--- src/rtl/clk_rst_pkg.sv ---
// Shared definitions for the pixel-domain reset sequencer: FSM state
// encodings and the lock-loss counter width/saturation helper.
package clk_rst_pkg;

  typedef enum logic [2:0] {
    ST_WAIT_LOCK = 3'd0,
    ST_STABILIZE = 3'd1,
    ST_REL_MOUSE = 3'd2,
    ST_REL_VIDEO = 3'd3,
    ST_REL_CORE  = 3'd4,
    ST_RUN       = 3'd5
  } seq_state_e;

  localparam int unsigned LOSS_CNT_W = 8;
  localparam logic [LOSS_CNT_W-1:0] LOSS_CNT_MAX = 8'hFF;

  // Increment that sticks at LOSS_CNT_MAX instead of wrapping.
  function automatic logic [LOSS_CNT_W-1:0] sat_inc(input logic [LOSS_CNT_W-1:0] v);
    if (v == LOSS_CNT_MAX) begin
      return v;
    end
    return v + LOSS_CNT_W'(1);
  endfunction

endpackage

--- src/rtl/sync_2ff.sv ---
// Single-bit two-flop synchronizer for signals arriving asynchronously to
// clk_i. Both stages clear to 0 under the synchronous active-low reset.
// Ports:
//   clk_i   destination clock
//   rst_ni  synchronous active-low reset
//   d_i     asynchronous input
//   q_o     synchronized output (two clk_i edges of latency)
module sync_2ff (
  input  logic clk_i,
  input  logic rst_ni,
  input  logic d_i,
  output logic q_o
);

  logic meta_q;
  logic sync_q;

  always_ff @(posedge clk_i) begin
    if (!rst_ni) begin
      meta_q <= 1'b0;
      sync_q <= 1'b0;
    end else begin
      meta_q <= d_i;
      sync_q <= meta_q;
    end
  end

  assign q_o = sync_q;

endmodule

--- src/rtl/clk_reset_sequencer.sv ---
// Staged reset release for the pixel-clock domain. Qualifies PLL lock for
// LOCK_STABLE_CYCLES, then releases mouse, video and core resets STAGE_GAP
// cycles apart and finally raises ready. Lock loss or a software request
// re-runs the sequence; lock losses after the first release are counted.
// Ports:
//   clk            pixel clock
//   rst            synchronous active-low reset
//   locked_in      PLL lock, asynchronous to clk
//   soft_rst_req   single-cycle re-sequence request
//   rst_mouse_out  active-high reset, mouse logic
//   rst_video_out  active-high reset, timing/draw pipeline
//   rst_core_out   active-high reset, game core
//   ready          all subsystems out of reset
//   lock_loss_cnt  saturating lock-loss count
//   state_dbg      current FSM state encoding
module clk_reset_sequencer
  import clk_rst_pkg::*;
#(
  parameter int unsigned LOCK_STABLE_CYCLES = 1024,
  parameter int unsigned STAGE_GAP          = 16,
  parameter int unsigned CNT_W              = 16
) (
  input  logic                  clk,
  input  logic                  rst,
  input  logic                  locked_in,
  input  logic                  soft_rst_req,
  output logic                  rst_mouse_out,
  output logic                  rst_video_out,
  output logic                  rst_core_out,
  output logic                  ready,
  output logic [LOSS_CNT_W-1:0] lock_loss_cnt,
  output logic [2:0]            state_dbg
);

  localparam logic [CNT_W-1:0] LOCK_LAST = CNT_W'(LOCK_STABLE_CYCLES - 1);
  localparam logic [CNT_W-1:0] GAP_LAST  = CNT_W'(STAGE_GAP - 1);

  logic                  locked_s;
  seq_state_e            state_q, state_d;
  logic [CNT_W-1:0]      cnt_q, cnt_d;
  logic [LOSS_CNT_W-1:0] loss_q, loss_d;
  logic                  rst_mouse_q, rst_mouse_d;
  logic                  rst_video_q, rst_video_d;
  logic                  rst_core_q, rst_core_d;
  logic                  ready_q, ready_d;

  sync_2ff u_lock_sync (
    .clk_i  (clk),
    .rst_ni (rst),
    .d_i    (locked_in),
    .q_o    (locked_s)
  );

  // State, counter and registered outputs.
  always_ff @(posedge clk) begin
    if (!rst) begin
      state_q     <= ST_WAIT_LOCK;
      cnt_q       <= '0;
      loss_q      <= '0;
      rst_mouse_q <= 1'b1;
      rst_video_q <= 1'b1;
      rst_core_q  <= 1'b1;
      ready_q     <= 1'b0;
    end else begin
      state_q     <= state_d;
      cnt_q       <= cnt_d;
      loss_q      <= loss_d;
      rst_mouse_q <= rst_mouse_d;
      rst_video_q <= rst_video_d;
      rst_core_q  <= rst_core_d;
      ready_q     <= ready_d;
    end
  end

  // Next-state logic; priority is lock loss, then soft request, then counter.
  always_comb begin
    state_d = state_q;
    cnt_d   = cnt_q;
    loss_d  = loss_q;

    case (state_q)
      ST_WAIT_LOCK: begin
        if (locked_s) begin
          state_d = ST_STABILIZE;
          cnt_d   = '0;
        end
      end

      ST_STABILIZE: begin
        if (!locked_s) begin
          state_d = ST_WAIT_LOCK;
          cnt_d   = '0;
        end else if (cnt_q == LOCK_LAST) begin
          state_d = ST_REL_MOUSE;
          cnt_d   = '0;
        end else begin
          cnt_d = cnt_q + CNT_W'(1);
        end
      end

      ST_REL_MOUSE, ST_REL_VIDEO, ST_REL_CORE, ST_RUN: begin
        if (!locked_s) begin
          state_d = ST_WAIT_LOCK;
          cnt_d   = '0;
          loss_d  = sat_inc(loss_q);
        end else if (soft_rst_req) begin
          state_d = ST_STABILIZE;
          cnt_d   = '0;
        end else if (state_q != ST_RUN) begin
          if (cnt_q == GAP_LAST) begin
            case (state_q)
              ST_REL_MOUSE: state_d = ST_REL_VIDEO;
              ST_REL_VIDEO: state_d = ST_REL_CORE;
              default:      state_d = ST_RUN;
            endcase
            // Counter stays frozen once RUN is reached.
            cnt_d = (state_q == ST_REL_CORE) ? cnt_q : '0;
          end else begin
            cnt_d = cnt_q + CNT_W'(1);
          end
        end
      end

      default: begin
        state_d = ST_WAIT_LOCK;
        cnt_d   = '0;
      end
    endcase

    // Outputs decode the next state so they only move on transitions.
    rst_mouse_d = !(state_d inside {ST_REL_MOUSE, ST_REL_VIDEO, ST_REL_CORE, ST_RUN});
    rst_video_d = !(state_d inside {ST_REL_VIDEO, ST_REL_CORE, ST_RUN});
    rst_core_d  = !(state_d inside {ST_REL_CORE, ST_RUN});
    ready_d     = (state_d == ST_RUN);
  end

  assign rst_mouse_out = rst_mouse_q;
  assign rst_video_out = rst_video_q;
  assign rst_core_out  = rst_core_q;
  assign ready         = ready_q;
  assign lock_loss_cnt = loss_q;
  assign state_dbg     = state_q;

endmodule

--- config.mk ---
export PLATFORM = sky130hd
export DESIGN_NAME = clk_reset_sequencer
export DESIGN_NICKNAME = d
export VERILOG_FILES = /design/src/rtl/clk_rst_pkg.sv /design/src/rtl/sync_2ff.sv /design/src/rtl/clk_reset_sequencer.sv
export SDC_FILE = /design/constraint.sdc
export NUM_CORES = 1
export LEC_CHECK = 0
export CAP_MARGIN = 20
export CORE_UTILIZATION = 45
export CTS_BUF_LIST = sky130_fd_sc_hd__clkbuf_4 sky130_fd_sc_hd__clkbuf_8
export CTS_CLUSTER_DIAMETER = 40
export CTS_CLUSTER_SIZE = 25
export DETAILED_ROUTE_END_ITERATION = 6
export DONT_BUFFER_PORTS = 1
export GPL_TIMING_DRIVEN = 0
export PLACE_DENSITY_LB_ADDON = 0.05
export SYNTH_ARGS = -nofsm -noshare
export SYNTH_HDL_FRONTEND = slang
export SYNTH_SLANG_ARGS = --single-unit
--- constraint.sdc ---
create_clock -name clk -period 2.6 [get_ports clk]
set_clock_uncertainty 0.2 [all_clocks]
set_input_delay 0.13 -clock clk [delete_from_list [all_inputs] [get_ports clk]]
set_output_delay 0.13 -clock clk [all_outputs]
set_load 0.005 [all_outputs]
# Word-level counts from Yosys, hierarchy flattened
# Index checks and enable logic that the tools add are counted.
[word_totals] output_inout_bits=15 regBits=33 elab_cells=61
[classes] n_eq_ne=17 n_reduce_logical=10 muxes=22 n_bitwise=1 addsub=2
[op_table] cell="$mux W16" count=8
[op_table] cell="$pmux W16 S3" count=1
[op_table] cell="$mux W3" count=7
[op_table] cell="$add A16 B1 Y16 const B" count=1
[op_table] cell="$eq A16 B10 Y1 const B" count=1
[op_table] cell="$eq A16 B4 Y1 const B" count=1
[op_table] cell="$eq A3 B2 Y1 const B" count=4
[op_table] cell="$eq A3 B3 Y1 const B" count=4
[op_table] cell="$pmux W3 S3" count=1
[op_table] cell="$add A8 B1 Y8 const B" count=1
[op_table] cell="$eq A8 B8 Y1 const B" count=1
[op_table] cell="$mux W8" count=1
[op_table] cell="$pmux W3 S2" count=1
[op_table] cell="$reduce_and A3 Y1" count=2
[op_table] cell="$ne A5 B5 Y1 const B" count=1
[op_table] cell="$ne A4 B4 Y1 const B" count=1
[op_table] cell="$reduce_bool A4 Y1" count=1
[op_table] cell="$reduce_or A4 Y1" count=1
[op_table] cell="$eq A3 B1 Y1 const B" count=1
[op_table] cell="$logic_not A1 Y1" count=3
[op_table] cell="$logic_not A3 Y1" count=1
[op_table] cell="$mux W1" count=3
[op_table] cell="$ne A3 B3 Y1 const B" count=1
[op_table] cell="$reduce_bool A3 Y1" count=1
[op_table] cell="other kinds (4)" count=4

# Depth between registers and ports, before layout
# Gate-level depths: netlist of run 1.
[depth] word_depth=10 ltp_mapped=8 mapped_depth_nobuf=6

# Modules after synthesis
# Synthesis of run 1 repeated with hierarchy kept, for this count alone.
[hier_totals] cells_unflattened=178 hier_area_um2=1630.3
[by_module_without_submodules] module="clk_reset_sequencer" instances=1 cells_per_inst=174 seq_area_each_um2=620.6 area_per_inst_um2=1577.8
[by_module_without_submodules] module="sync_2ff" instances=1 cells_per_inst=4 seq_area_each_um2=40.0 area_per_inst_um2=52.6

# Worst setup path after synthesis of run 1
# No wires, ideal clock.
[synth_path] kind="register to register" startpoint="reg cnt_q[0]" endpoint="reg state_q[0] (netlist: state_dbg[0])" path_slack_ns=0.446 setup_time_ns=0.115 path_buffers=0 stages_incl_launch_ff=7 t_arrival_ns=1.839 required_time_ns=2.285 cell_sequence="dfxtp_1 -> ha_1 -> nor4b_2 -> and4_4 -> mux2_1 -> o2111a_1 -> and2_1"
[synth_between] elab_chain_len=6 elab_cells_between_ends=9 classes_between="eq/ne: 2; mux: 7"
[synth_rtl] element="start: declaration" line="clk_reset_sequencer.sv:40" rtl="logic [CNT_W-1:0] cnt_q, cnt_d;"
[synth_rtl] element="start signal: assignment" line="clk_reset_sequencer.sv:66" rtl="cnt_q <= cnt_d;"
[synth_rtl] element="$eq A16 B4 Y1" line="clk_reset_sequencer.sv:110" rtl="if (cnt_q == GAP_LAST) begin"
[synth_rtl] element="$mux W3" line="clk_reset_sequencer.sv:110"
[synth_rtl] element="$mux W3" line="clk_reset_sequencer.sv:109" rtl="end else if (state_q != ST_RUN) begin"
[synth_rtl] element="$mux W3" line="clk_reset_sequencer.sv:106" rtl="end else if (soft_rst_req) begin"
[synth_rtl] element="$mux W3" line="clk_reset_sequencer.sv:102" rtl="if (!locked_s) begin"
[synth_rtl] element="$pmux W3 S3 (*)" line="clk_reset_sequencer.sv:81" rtl="case (state_q)"
[synth_rtl] element="end signal: assignment" line="clk_reset_sequencer.sv:65" rtl="state_q <= state_d;"
[synth_rtl] element="end: declaration" line="clk_reset_sequencer.sv:39" rtl="seq_state_e state_q, state_d;"
# Every way passes the cells marked *; elsewhere a longest branch is shown, timed or not.
# A chain may end at the register's enable or synchronous reset.

# Final worst setup path of run 1
[layout_path] startpoint="reg cnt_q[0]" endpoint="reg cnt_q[11]"
[layout_between] elab_chain_len=6 elab_cells_between_ends=12 classes_between="add/sub: 1; eq/ne: 3; mux: 7; reduce/logical: 1"
[layout_rtl] element="$add A16 B1 Y16 / $eq A16 B4 Y1 (equally long branches)" line="clk_reset_sequencer.sv:97, clk_reset_sequencer.sv:119, clk_reset_sequencer.sv:110"
[layout_rtl] element="$mux W16" line="clk_reset_sequencer.sv:110"
[layout_rtl] element="$mux W16" line="clk_reset_sequencer.sv:109"
[layout_rtl] element="$mux W16" line="clk_reset_sequencer.sv:106"
[layout_rtl] element="$mux W16" line="clk_reset_sequencer.sv:102"
[layout_rtl] element="$pmux W16 S3" line="clk_reset_sequencer.sv:81"
# Several ways; a longest one is shown, not always the timed one. The select of a mux whose other input is x is not followed.

==> flow_metrics.env, run 1 <==
export IMPL_endpoint_kind="register"
export IMPL_synth_top_cells_by_area="sky130_fd_sc_hd__dfxtp_1, sky130_fd_sc_hd__xnor2_1, sky130_fd_sc_hd__nor2_1, sky130_fd_sc_hd__xor2_1, sky130_fd_sc_hd__a21oi_1"
export IMPL_grt_pass1_wl_um=5850
export IMPL_drt_pass1_iterations=4
export IMPL_half_perimeter_wire_length_of_the_detailed_placement_result_um=2350
export IMPL_route_detailed_wl_per_inst_um=13.7
export IMPL_synth_nets=189
export IMPL_yosys_cell_count_top_type="sky130_fd_sc_hd__dfxtp_1"
export IMPL_drc_errors=0
export IMPL_design_die_area_um2=3980
export IMPL_worst_path_arrival_ns=2.39
export IMPL_max_vdd_ir_drop_v=0.000298
export IMPL_dpl_worst_slack_ns=0.228
export IMPL_slew_headroom_pct=50.4
export IMPL_num_vias=1330
export IMPL_postRouteAntennaNets=0
export IMPL_postSynthAreaPerCell_um2=9.18
export IMPL_library_cells_used_by_synthesis=51
export IMPL_tritoncts_clock_tree="built"
export IMPL_initial_antenna_violation_count=0
export IMPL_finalSetupViolations=0
export IMPL_detail_route_iter0_violations=97
export IMPL_post_route_period_util_pct=92.8
export IMPL_yosysWarnings=0
export IMPL_via_count_of_the_first_global_routing_pass=1258
export IMPL_post_cts_repair_setup_buffers=0
export IMPL_sum_of_negative_setup_slack_ns=0
export IMPL_synth_area_um2=1680
export IMPL_synth_largest_area_cell="sky130_fd_sc_hd__dfxtp_1"
export IMPL_result_of_the_run="completed"
export IMPL_routed_via_density=5.54
export IMPL_grt_setup_unrepaired="false"
export IMPL_internal_power_uw=719
export IMPL_drive_above_1_share_pct=13.9
export IMPL_clk_path_buf_depth=2
export IMPL_post_cts_hold_buffer_count=3
export IMPL_final_hold_violating_endpoints=0
export IMPL_dieHeight_um=63.1
export IMPL_crit_path_max_fanout=10
export IMPL_gr_total_overflow=0
export IMPL_ys_async_sr_fraction_pct=0
export IMPL_totalWireLength_um=3280
export IMPL_gate_count_after_technology_mapping=183
export IMPL_grt_max_degree=11
export IMPL_p_switching_uw=206
export IMPL_power_switching_fraction_pct=22.2
export IMPL_fin_ws_ns=0.187
export IMPL_synth_edf_count=0
export IMPL_max_cap_violations=0
export IMPL_max_slew_worst_pin_slew_ns=0.740
export IMPL_num_nets_final=199
export IMPL_maxClockFrequency_mhz=414
export IMPL_floorplan_io_pins=19
export IMPL_gp_congestion=0.775
export IMPL_cts_buffers_inserted=5
export IMPL_timing_critical_path_required_ns=2.57
export IMPL_fin_crit_ns=2.41
export IMPL_synth_cells_most_frequent="sky130_fd_sc_hd__dfxtp_1, sky130_fd_sc_hd__nor2_1, sky130_fd_sc_hd__nand2_1"
export IMPL_final_max_slew_violation_count=0
export IMPL_clockRootBuffer="sky130_fd_sc_hd__clkbuf_8"
export IMPL_clock_pin_transition_on_the_worst_setup_and_hold_timing_paths_ns=0.06
export IMPL_part_of_the_total_power_dissipated_in_the_clock_network_pct=40.7
export IMPL_synth_ff_type="sky130_fd_sc_hd__dfxtp_1"
export IMPL_place_port_buffers=0
export IMPL_core_region_area_um2=3470
export IMPL_worst_hold_slack_ns=0.0874
export IMPL_syn_to_final_growth_pct=10.4
export IMPL_synth_yosys_seq_area_share_pct=39.3
export IMPL_timing_worst_setup_path_type="register to register"
export IMPL_setup_reg_to_reg_worst_slack_ns=0.19
export IMPL_grt_util_all_layers_pct=18.9
export IMPL_startpoint_type="register"
export IMPL_hp_class="input port to register"
export IMPL_post_cts_resized_instances=0
export IMPL_insertion_delay_of_the_later_clocked_pin_in_the_worst_skew_pair_ns=0.29
export IMPL_comb_power_share_pct=3.9
export IMPL_x_dimension_of_the_die_um=63.1
export IMPL_postSynthRegisterBits=33
export IMPL_p_seq_share_pct=55.4
export IMPL_htreeDepth=2
export IMPL_insertedDiodeCount=0
export IMPL_clock_sinks=33
export IMPL_initial_core_util_pct=48.4
export IMPL_synth_top_cell_area_share_pct=39.3
export IMPL_power_density_nw_per_um2=499
export IMPL_p_leak_nw=0.564
export IMPL_rows=21
[through the flow]
stage | std cells | util, % | instance area, µm² | power (mW)
after global placement | 229 | 50.1 | 1740 | 0.554
final | 240 | 53.5 | 1850 | 0.924
after floorplan | 183 | - | 1680 | 0.548
after global routing | 240 | 53.5 | 1850 | 0.967
after detailed placement | 229 | 50.1 | 1740 | 0.555
after CTS | 240 | 53.5 | 1850 | 0.939
[kinds of logic (layout without fill, tap and decap cells)]
logic type / after synthesis / in the layout / share of synthesized area [%]
buffers and inverters: 12 / 23 / 3.95
AO/OA/AOI/OAI: 33 / 33 / 15.6
AND/OR/NAND/NOR: 85 / 85 / 30.2
multiplexers: 1 / 1 / 0.670
XOR/XNOR: 17 / 17 / 8.86
adder cells (fa/ha/maj): 2 / 2 / 1.49
flip-flops: 33 / 33 / 39.3
[flip-flops by register name, summed over array words and instances, names as in the netlist]
name,count
state_dbg,3
lock_loss_cnt,8
ready,1
rst_core_out,1
u_lock_sync.q_o,1
cnt_q,16
rst_video_out,1
u_lock_sync.meta_q,1
rst_mouse_out,1
[cell type report]
type / instances / area [µm²]
Inverter: 6 / 22.5
Clock inverter: 2 / 10.0
Clock buffer: 6 / 76.3
Tap cell: 46 / 57.6
Timing Repair Buffer: 3 / 30.0
Fill cell: 347 / 1610
Multi-Input combinational cell: 138 / 953
Sequential cell: 33 / 661
Buffer: 6 / 43.8
[power groups by stage]
| stage | Sequential [mW] | Clock, mW | Combinational [mW] |
|---|---|---|---|
| 2_1_floorplan | 0.523 | 0 | 0.0249 |
| 5_1_grt | 0.513 | 0.416 | 0.0391 |
| 6_report | 0.513 | 0.376 | 0.0356 |
| 3_3_place_gp | 0.524 | 0 | 0.0306 |
| 3_5_place_dp | 0.524 | 0 | 0.0308 |
| 4_1_cts | 0.512 | 0.390 | 0.0361 |
[cell usage in the layout (no fill, tap or decap), drive strengths merged, types with 5 or more instances in the layout]
master / n
a21oi: 11
and2: 8
buf: 5
clkbuf: 7
dfxtp: 33
inv: 5
nand2: 12
nand3: 11
nand4: 6
nor2: 19
o21ai: 5
xnor2: 11
xor2: 6
[worst paths after layout]
kind,from,endpoint,cells past startpoint
setup / recovery,cnt_q[0],cnt_q[11],8
hold reg to reg,u_lock_sync.meta_q,u_lock_sync.q_o,1
hold / removal,soft_rst_req,state_dbg[1],3
setup reg to reg,cnt_q[0],cnt_q[11],8
[worst max-delay path, stage by stage (launching register included)]
cell                        delay (ns)
sky130_fd_sc_hd__dfxtp_1          0.40
sky130_fd_sc_hd__ha_1             0.29
sky130_fd_sc_hd__nor4b_2          0.33
sky130_fd_sc_hd__and4_4           0.32
sky130_fd_sc_hd__buf_6            0.16
sky130_fd_sc_hd__o2bb2ai_2        0.10
sky130_fd_sc_hd__o21ai_4          0.25
sky130_fd_sc_hd__buf_6            0.19
sky130_fd_sc_hd__nor2_1           0.06
[layer usage]
layer  global-route usage (%)  up-vias  part of all wire (%)
met5                        0        -                     0
met1                     26.5      615                    52
met4                     8.43        0                   1.1
met3                     6.88        4                   4.7
met2                     25.5       18                    42
li1                         -      693                     -
Note: power is estimated with default switching activity, not from simulation.
==> inputs of run 2 (changes only) <==
Settings changed: CELL_PAD_IN_SITES_DETAIL_PLACEMENT set to 0, CELL_PAD_IN_SITES_GLOBAL_PLACEMENT set to 2, CORE_UTILIZATION 45 to 40.
==> run 2 against run 1 <==
Design area rose by 0.74%; die area rose by 12%; highest routed layer unchanged; register-to-register slack improved by 0.04 ns; core utilization fell by 7.1 points; count of clock-buffer cells in the layout fell by 1; routed wire length rose by 7.0%; first-iteration DRC count fell by 33%; global-route usage fell by 1.2 points; largest power group unchanged.
==> flow_metrics.env, run 2 (synthesis results as in run 1) <==
export IMPL_result_of_the_run="completed"
export IMPL_grt_setup_unrepaired="false"
export IMPL_routed_via_density=5.48
export IMPL_max_slew_worst_pin_slew_ns=0.748
export IMPL_htreeDepth=2
export IMPL_max_vdd_ir_drop_v=0.000220
export IMPL_num_vias=1338
export IMPL_clock_pin_transition_on_the_worst_setup_and_hold_timing_paths_ns=0.07
export IMPL_insertedDiodeCount=0
export IMPL_layout_cells_non_filler=244
export IMPL_detail_route_iter0_violations=65
export IMPL_worst_path_arrival_ns=2.35
export IMPL_grt_util_all_layers_pct=17.7
export IMPL_drt_pass1_iterations=4
export IMPL_cts_buffers_inserted=5
export IMPL_place_inst=233
export IMPL_route_detailed_wl_per_inst_um=14.4
export IMPL_drive_above_1_share_pct=13.9
export IMPL_critical_path_depth=8
export IMPL_placedInstanceArea_um2=1740
export IMPL_sum_of_negative_setup_slack_ns=0
export IMPL_timing_critical_path_slowest_stage_cell="sky130_fd_sc_hd__dfxtp_1"
export IMPL_post_route_cell_area_um2=1870
export IMPL_core_region_area_um2=4030
export IMPL_num_nets_final=199
export IMPL_timing_worst_setup_path_type="register to register"
export IMPL_max_flop_register="cnt_q"
export IMPL_setup_reg_to_reg_worst_slack_ns=0.23
export IMPL_critPathBufInv=2
export IMPL_final_hold_violating_endpoints=0
export IMPL_fin_crit_ns=2.37
export IMPL_endpoint_kind="register"
export IMPL_max_cap_violations=0
export IMPL_timing_critical_path_required_ns=2.58
export IMPL_critical_path_top_delay_family="simple AND/OR/NAND/NOR gates"
export IMPL_finalPower_uw=927
export IMPL_p_leak_nw=0.559
export IMPL_hold_path_depth=3
export IMPL_gp_congestion=0.705
export IMPL_design_die_area_um2=4460
export IMPL_grt_pass1_wl_um=5800
export IMPL_hp_class="input port to register"
export IMPL_clock_sinks=33
export IMPL_critPathMaxStageDelay_ns=0.40
export IMPL_final_max_slew_violation_count=0
export IMPL_clk_path_buf_depth=2
export IMPL_postRouteAntennaNets=0
export IMPL_largest_register_ff_count=16
export IMPL_post_route_period_util_pct=91.3
export IMPL_floorplan_io_pins=19
export IMPL_drc_errors=0
export IMPL_mostFrequentLayoutCells="sky130_fd_sc_hd__dfxtp_1, sky130_fd_sc_hd__nor2_1, sky130_fd_sc_hd__nand2_1"
export IMPL_gr_total_overflow=0
export IMPL_startpoint_type="register"
export IMPL_syn_to_final_growth_pct=11.2
export IMPL_post_cts_repair_setup_buffers=0
export IMPL_reg2reg_depth=8
export IMPL_slew_headroom_pct=50.1
export IMPL_via_count_of_the_first_global_routing_pass=1171
export IMPL_initial_antenna_violation_count=0
export IMPL_totalWireLength_um=3510
export IMPL_layout_cells_most_common="sky130_fd_sc_hd__dfxtp_1"
export IMPL_critical_path_most_common_cell="sky130_fd_sc_hd__buf_6"
export IMPL_worstPathCellList="ha_1, nor4b_4, and4_4, buf_6, o2bb2ai_2, o21ai_4, buf_6, nor2_1"
export IMPL_crit_path_max_fanout=10
export IMPL_insertion_delay_of_the_later_clocked_pin_in_the_worst_skew_pair_ns=0.28
export IMPL_half_perimeter_wire_length_of_the_detailed_placement_result_um=2530
export IMPL_rows=23
export IMPL_x_dimension_of_the_die_um=66.8
export IMPL_dieHeight_um=66.8
export IMPL_initial_core_util_pct=41.7
export IMPL_clockRootBuffer="sky130_fd_sc_hd__clkbuf_8"
export IMPL_place_port_buffers=0
export IMPL_power_density_nw_per_um2=496
export IMPL_finalSetupViolations=0
export IMPL_tritoncts_clock_tree="built"
export IMPL_grt_max_degree=12
export IMPL_maxClockFrequency_mhz=421
run 2: cell types whose count changed in the layout (fill, tap and decap cells not counted), sizes merged:
| cell | previous run | this run |
|---|---|---|
| clkbuf | 7 | 6 |
| clkinvlp | 0 | 1 |
run 2: area by class of cell:
| cell class | count | area (µm²) |
|---|---|---|
| Buffer | 6 | 43.8 |
| Tap cell | 50 | 62.6 |
| Multi-Input combinational cell | 138 | 962 |
| Sequential cell | 33 | 661 |
| Clock inverter | 3 | 17.5 |
| Inverter | 6 | 22.5 |
| Fill cell | 413 | 2160 |
| Timing Repair Buffer | 3 | 30.0 |
| Clock buffer | 5 | 68.8 |
run 2: power breakdown:
group | internal [mW] | total (mW) | switching, mW
registers | 0.508 | 0.512 | 0.00372
logic | 0.0145 | 0.0360 | 0.0214
clock network | 0.185 | 0.378 | 0.194
total | 0.708 | 0.927 | 0.219
run 2: timing repair:
| item | 4_1_cts | 5_1_grt |
|---|---|---|
| endpoints found under the hold margin | 32 | 0 |
| gates resized for setup | 0 | 1 |
| setup endpoints to repair | 0 | 10 |
| hold buffers | 3 | 0 |
run 2: final timing paths:
path,startpoint,to
min,soft_rst_req,state_dbg[1]
max reg2reg,cnt_q[0],cnt_q[5]
min reg2reg,u_lock_sync.meta_q,u_lock_sync.q_o
max,cnt_q[0],cnt_q[5]
run 2: worst reg2reg max path: stages, from the launching register on:
cell	delay, ns
sky130_fd_sc_hd__dfxtp_1	0.40
sky130_fd_sc_hd__ha_1	0.32
sky130_fd_sc_hd__nor4b_4	0.30
sky130_fd_sc_hd__and4_4	0.31
sky130_fd_sc_hd__buf_6	0.16
sky130_fd_sc_hd__o2bb2ai_2	0.10
sky130_fd_sc_hd__o21ai_4	0.24
sky130_fd_sc_hd__buf_6	0.19
sky130_fd_sc_hd__nor2_1	0.05
run 2: layer usage:
| metal | global-route usage [%] | share of wire, % | vias up |
|---|---|---|---|
| met3 | 6.34 | 4.8 | 4 |
| li1 | - | - | 684 |
| met4 | 6.38 | 1.4 | 0 |
| met5 | 0 | 0 | - |
| met1 | 24.7 | 51 | 628 |
| met2 | 24.6 | 42 | 22 |
run 2: per-stage QoR:
stage | util, % | worst slack, ns | hold slack, ns
floorplan | - | 0.446 | 0.0517
global placement | 43.3 | 0.186 | 0.0546
detailed placement | 43.3 | 0.159 | 0.0571
CTS | 46.1 | 0.144 | 0.0703
global route | 46.4 | 0.0598 | 0.0774
finish | 46.4 | 0.226 | 0.0774
==> inputs of run 3 (changes only) <==
Settings changed: RECOVER_POWER set to 100.
==> run 3 against run 2 <==
Final cell count did not move; register-to-register slack barely moved; count of clock-buffer cells in the layout did not move; die area did not move; critical path depth did not move; global-route usage did not move; power barely moved; setup slack got worse by 0.0034 ns; routed wire length barely moved; sequential power barely moved; maximum frequency fell by 0.14%.
==> flow_metrics.env, run 3 (synthesis results as in run 1) <==
export IMPL_result_of_the_run="completed"
export IMPL_r2r_end="cnt_q[9]"
export IMPL_drc_errors=0
export IMPL_timing_worst_setup_path_type="register to register"
export IMPL_met3RoutedLength_um=168
export IMPL_clk_path_buf_depth=2
export IMPL_syn_to_final_growth_pct=10.9
export IMPL_cts_buffers_inserted=5
export IMPL_layout_cells_most_common="sky130_fd_sc_hd__dfxtp_1"
export IMPL_max_flop_register="cnt_q"
export IMPL_hold_path_depth=3
export IMPL_p_leak_nw=0.552
export IMPL_initial_antenna_violation_count=0
export IMPL_gr_total_overflow=0
export IMPL_gp_congestion=0.705
export IMPL_post_route_period_util_pct=91.4
export IMPL_setup_reg_to_reg_worst_slack_ns=0.22
export IMPL_endpoint_kind="register"
export IMPL_routedLengthMet1_um=1810
export IMPL_clock_sinks=33
export IMPL_half_perimeter_wire_length_of_the_detailed_placement_result_um=2530
export IMPL_route_top_layer_used="met4"
export IMPL_worst_path_arrival_ns=2.35
export IMPL_totalWireLength_um=3510
export IMPL_post_route_cell_area_um2=1860
export IMPL_detail_route_iter0_violations=64
export IMPL_clockRootBuffer="sky130_fd_sc_hd__clkbuf_8"
export IMPL_grt_setup_unrepaired="false"
export IMPL_sum_of_negative_setup_slack_ns=0
export IMPL_place_inst=233
export IMPL_reg2reg_depth=8
export IMPL_dpl_worst_slack_ns=0.159
export IMPL_mostFrequentLayoutCells="sky130_fd_sc_hd__dfxtp_1, sky130_fd_sc_hd__nor2_1, sky130_fd_sc_hd__nand2_1"
export IMPL_regToRegStartpoint="cnt_q[0]"
export IMPL_route_detailed_wl_per_inst_um=14.4
export IMPL_tritoncts_clock_tree="built"
export IMPL_fin_crit_ns=2.38
export IMPL_power_density_nw_per_um2=497
export IMPL_drt_pass1_iterations=4
export IMPL_hold_path_end="state_dbg[1]"
export IMPL_via_count_of_the_first_global_routing_pass=1171
export IMPL_crit_path_max_fanout=10
export IMPL_postRouteAntennaNets=0
export IMPL_place_port_buffers=0
export IMPL_startpoint_type="register"
export IMPL_rows=23
export IMPL_max_slew_worst_pin_slew_ns=0.748
export IMPL_htreeDepth=2
export IMPL_final_max_slew_violation_count=0
export IMPL_max_vdd_ir_drop_v=0.000220
export IMPL_initial_core_util_pct=41.7
export IMPL_insertion_delay_of_the_later_clocked_pin_in_the_worst_skew_pair_ns=0.28
export IMPL_timing_hold_worst_start="soft_rst_req"
export IMPL_num_vias=1338
export IMPL_insertedDiodeCount=0
export IMPL_met2RoutedLength_um=1490
export IMPL_layout_filler_cells=414
export IMPL_routed_via_density=5.48
export IMPL_slew_headroom_pct=50.1
export IMPL_finalSetupViolations=0
export IMPL_floorplan_io_pins=19
export IMPL_fin_ws_ns=0.223
export IMPL_design_die_area_um2=4460
export IMPL_core_region_area_um2=4030
export IMPL_maxClockFrequency_mhz=421
export IMPL_clock_pin_transition_on_the_worst_setup_and_hold_timing_paths_ns=0.07
export IMPL_grt_pass1_wl_um=5800
export IMPL_final_hold_violating_endpoints=0
export IMPL_layout_cells_non_filler=244
export IMPL_drive_above_1_share_pct=12.9
export IMPL_worst_hold_slack_ns=0.0773
export IMPL_num_nets_final=199
export IMPL_grt_max_degree=12
export IMPL_placedInstanceArea_um2=1740
export IMPL_timing_critical_path_required_ns=2.58
export IMPL_dieHeight_um=66.8
export IMPL_x_dimension_of_the_die_um=66.8
export IMPL_max_cap_violations=0
export IMPL_hp_class="input port to register"
export IMPL_grt_util_all_layers_pct=17.7
export IMPL_largest_register_ff_count=16
run 3: cell types whose count changed in the layout (fill, tap and decap cells not counted):
| cell | previous run | this run |
|---|---|---|
| sky130_fd_sc_hd__and2_0 | 0 | 3 |
| sky130_fd_sc_hd__and2_1 | 8 | 5 |
| sky130_fd_sc_hd__buf_2 | 2 | 1 |
| sky130_fd_sc_hd__clkbuf_1 | 1 | 2 |
| sky130_fd_sc_hd__nor2_1 | 17 | 18 |
| sky130_fd_sc_hd__nor2_2 | 2 | 1 |
run 3: power by group:
part / internal, mW / switching (mW)
clock: 0.185 / 0.194
sequential: 0.508 / 0.00373
combinational: 0.0144 / 0.0213
run 3: final cells by class:
cell class	instances	area (µm²)	share of cell area, %
clock buffers	5	68.8	3.69
multi-input cells	138	960	51.5
repair buffers	3	30.0	1.61
flip-flops and latches	33	661	35.4
inverters	6	22.5	1.21
clock inverters	3	17.5	0.940
plain buffers	6	42.5	2.28
well taps	50	62.6	3.36
run 3: how the worst max path moves through the flow:
stage | endpoint | start | cells past startpoint
2_1_floorplan | state_dbg[0] | cnt_q[0] | 6
3_3_place_gp | cnt_q[12] | cnt_q[0] | 8
3_5_place_dp | cnt_q[5] | cnt_q[0] | 8
4_1_cts | cnt_q[5] | cnt_q[0] | 8
5_1_grt | cnt_q[9] | cnt_q[0] | 8
6_report | cnt_q[9] | cnt_q[0] | 8
run 3: metal layers:
layer / up-vias / GRT usage (%)
met5: - / 0
met4: 0 / 6.38
met3: 4 / 6.34
met2: 22 / 24.6
met1: 628 / 24.7
li1: 684 / -
run 3: through the flow:
step	utilization [%]	power, mW
after floorplan	-	0.548
after global placement	43.3	0.555
after detailed placement	43.3	0.555
after CTS	46.1	0.943
after global routing	46.3	0.973
final	46.3	0.926
run 3: timing repair:
action / CTS / global route
gates resized for setup: 0 / 1
hold endpoints to repair: 32 / 0
endpoints found under the setup margin: 0 / 10
hold buffers: 3 / 0
setup buffers: 0 / 0
run 3: worst max-delay path: stages, from the launching register on:
cell	delay, ns
sky130_fd_sc_hd__dfxtp_1	0.40
sky130_fd_sc_hd__ha_1	0.32
sky130_fd_sc_hd__nor4b_4	0.30
sky130_fd_sc_hd__and4_4	0.31
sky130_fd_sc_hd__buf_6	0.16
sky130_fd_sc_hd__o2bb2ai_2	0.10
sky130_fd_sc_hd__o21ai_4	0.24
sky130_fd_sc_hd__buf_6	0.19
sky130_fd_sc_hd__nor2_1	0.06
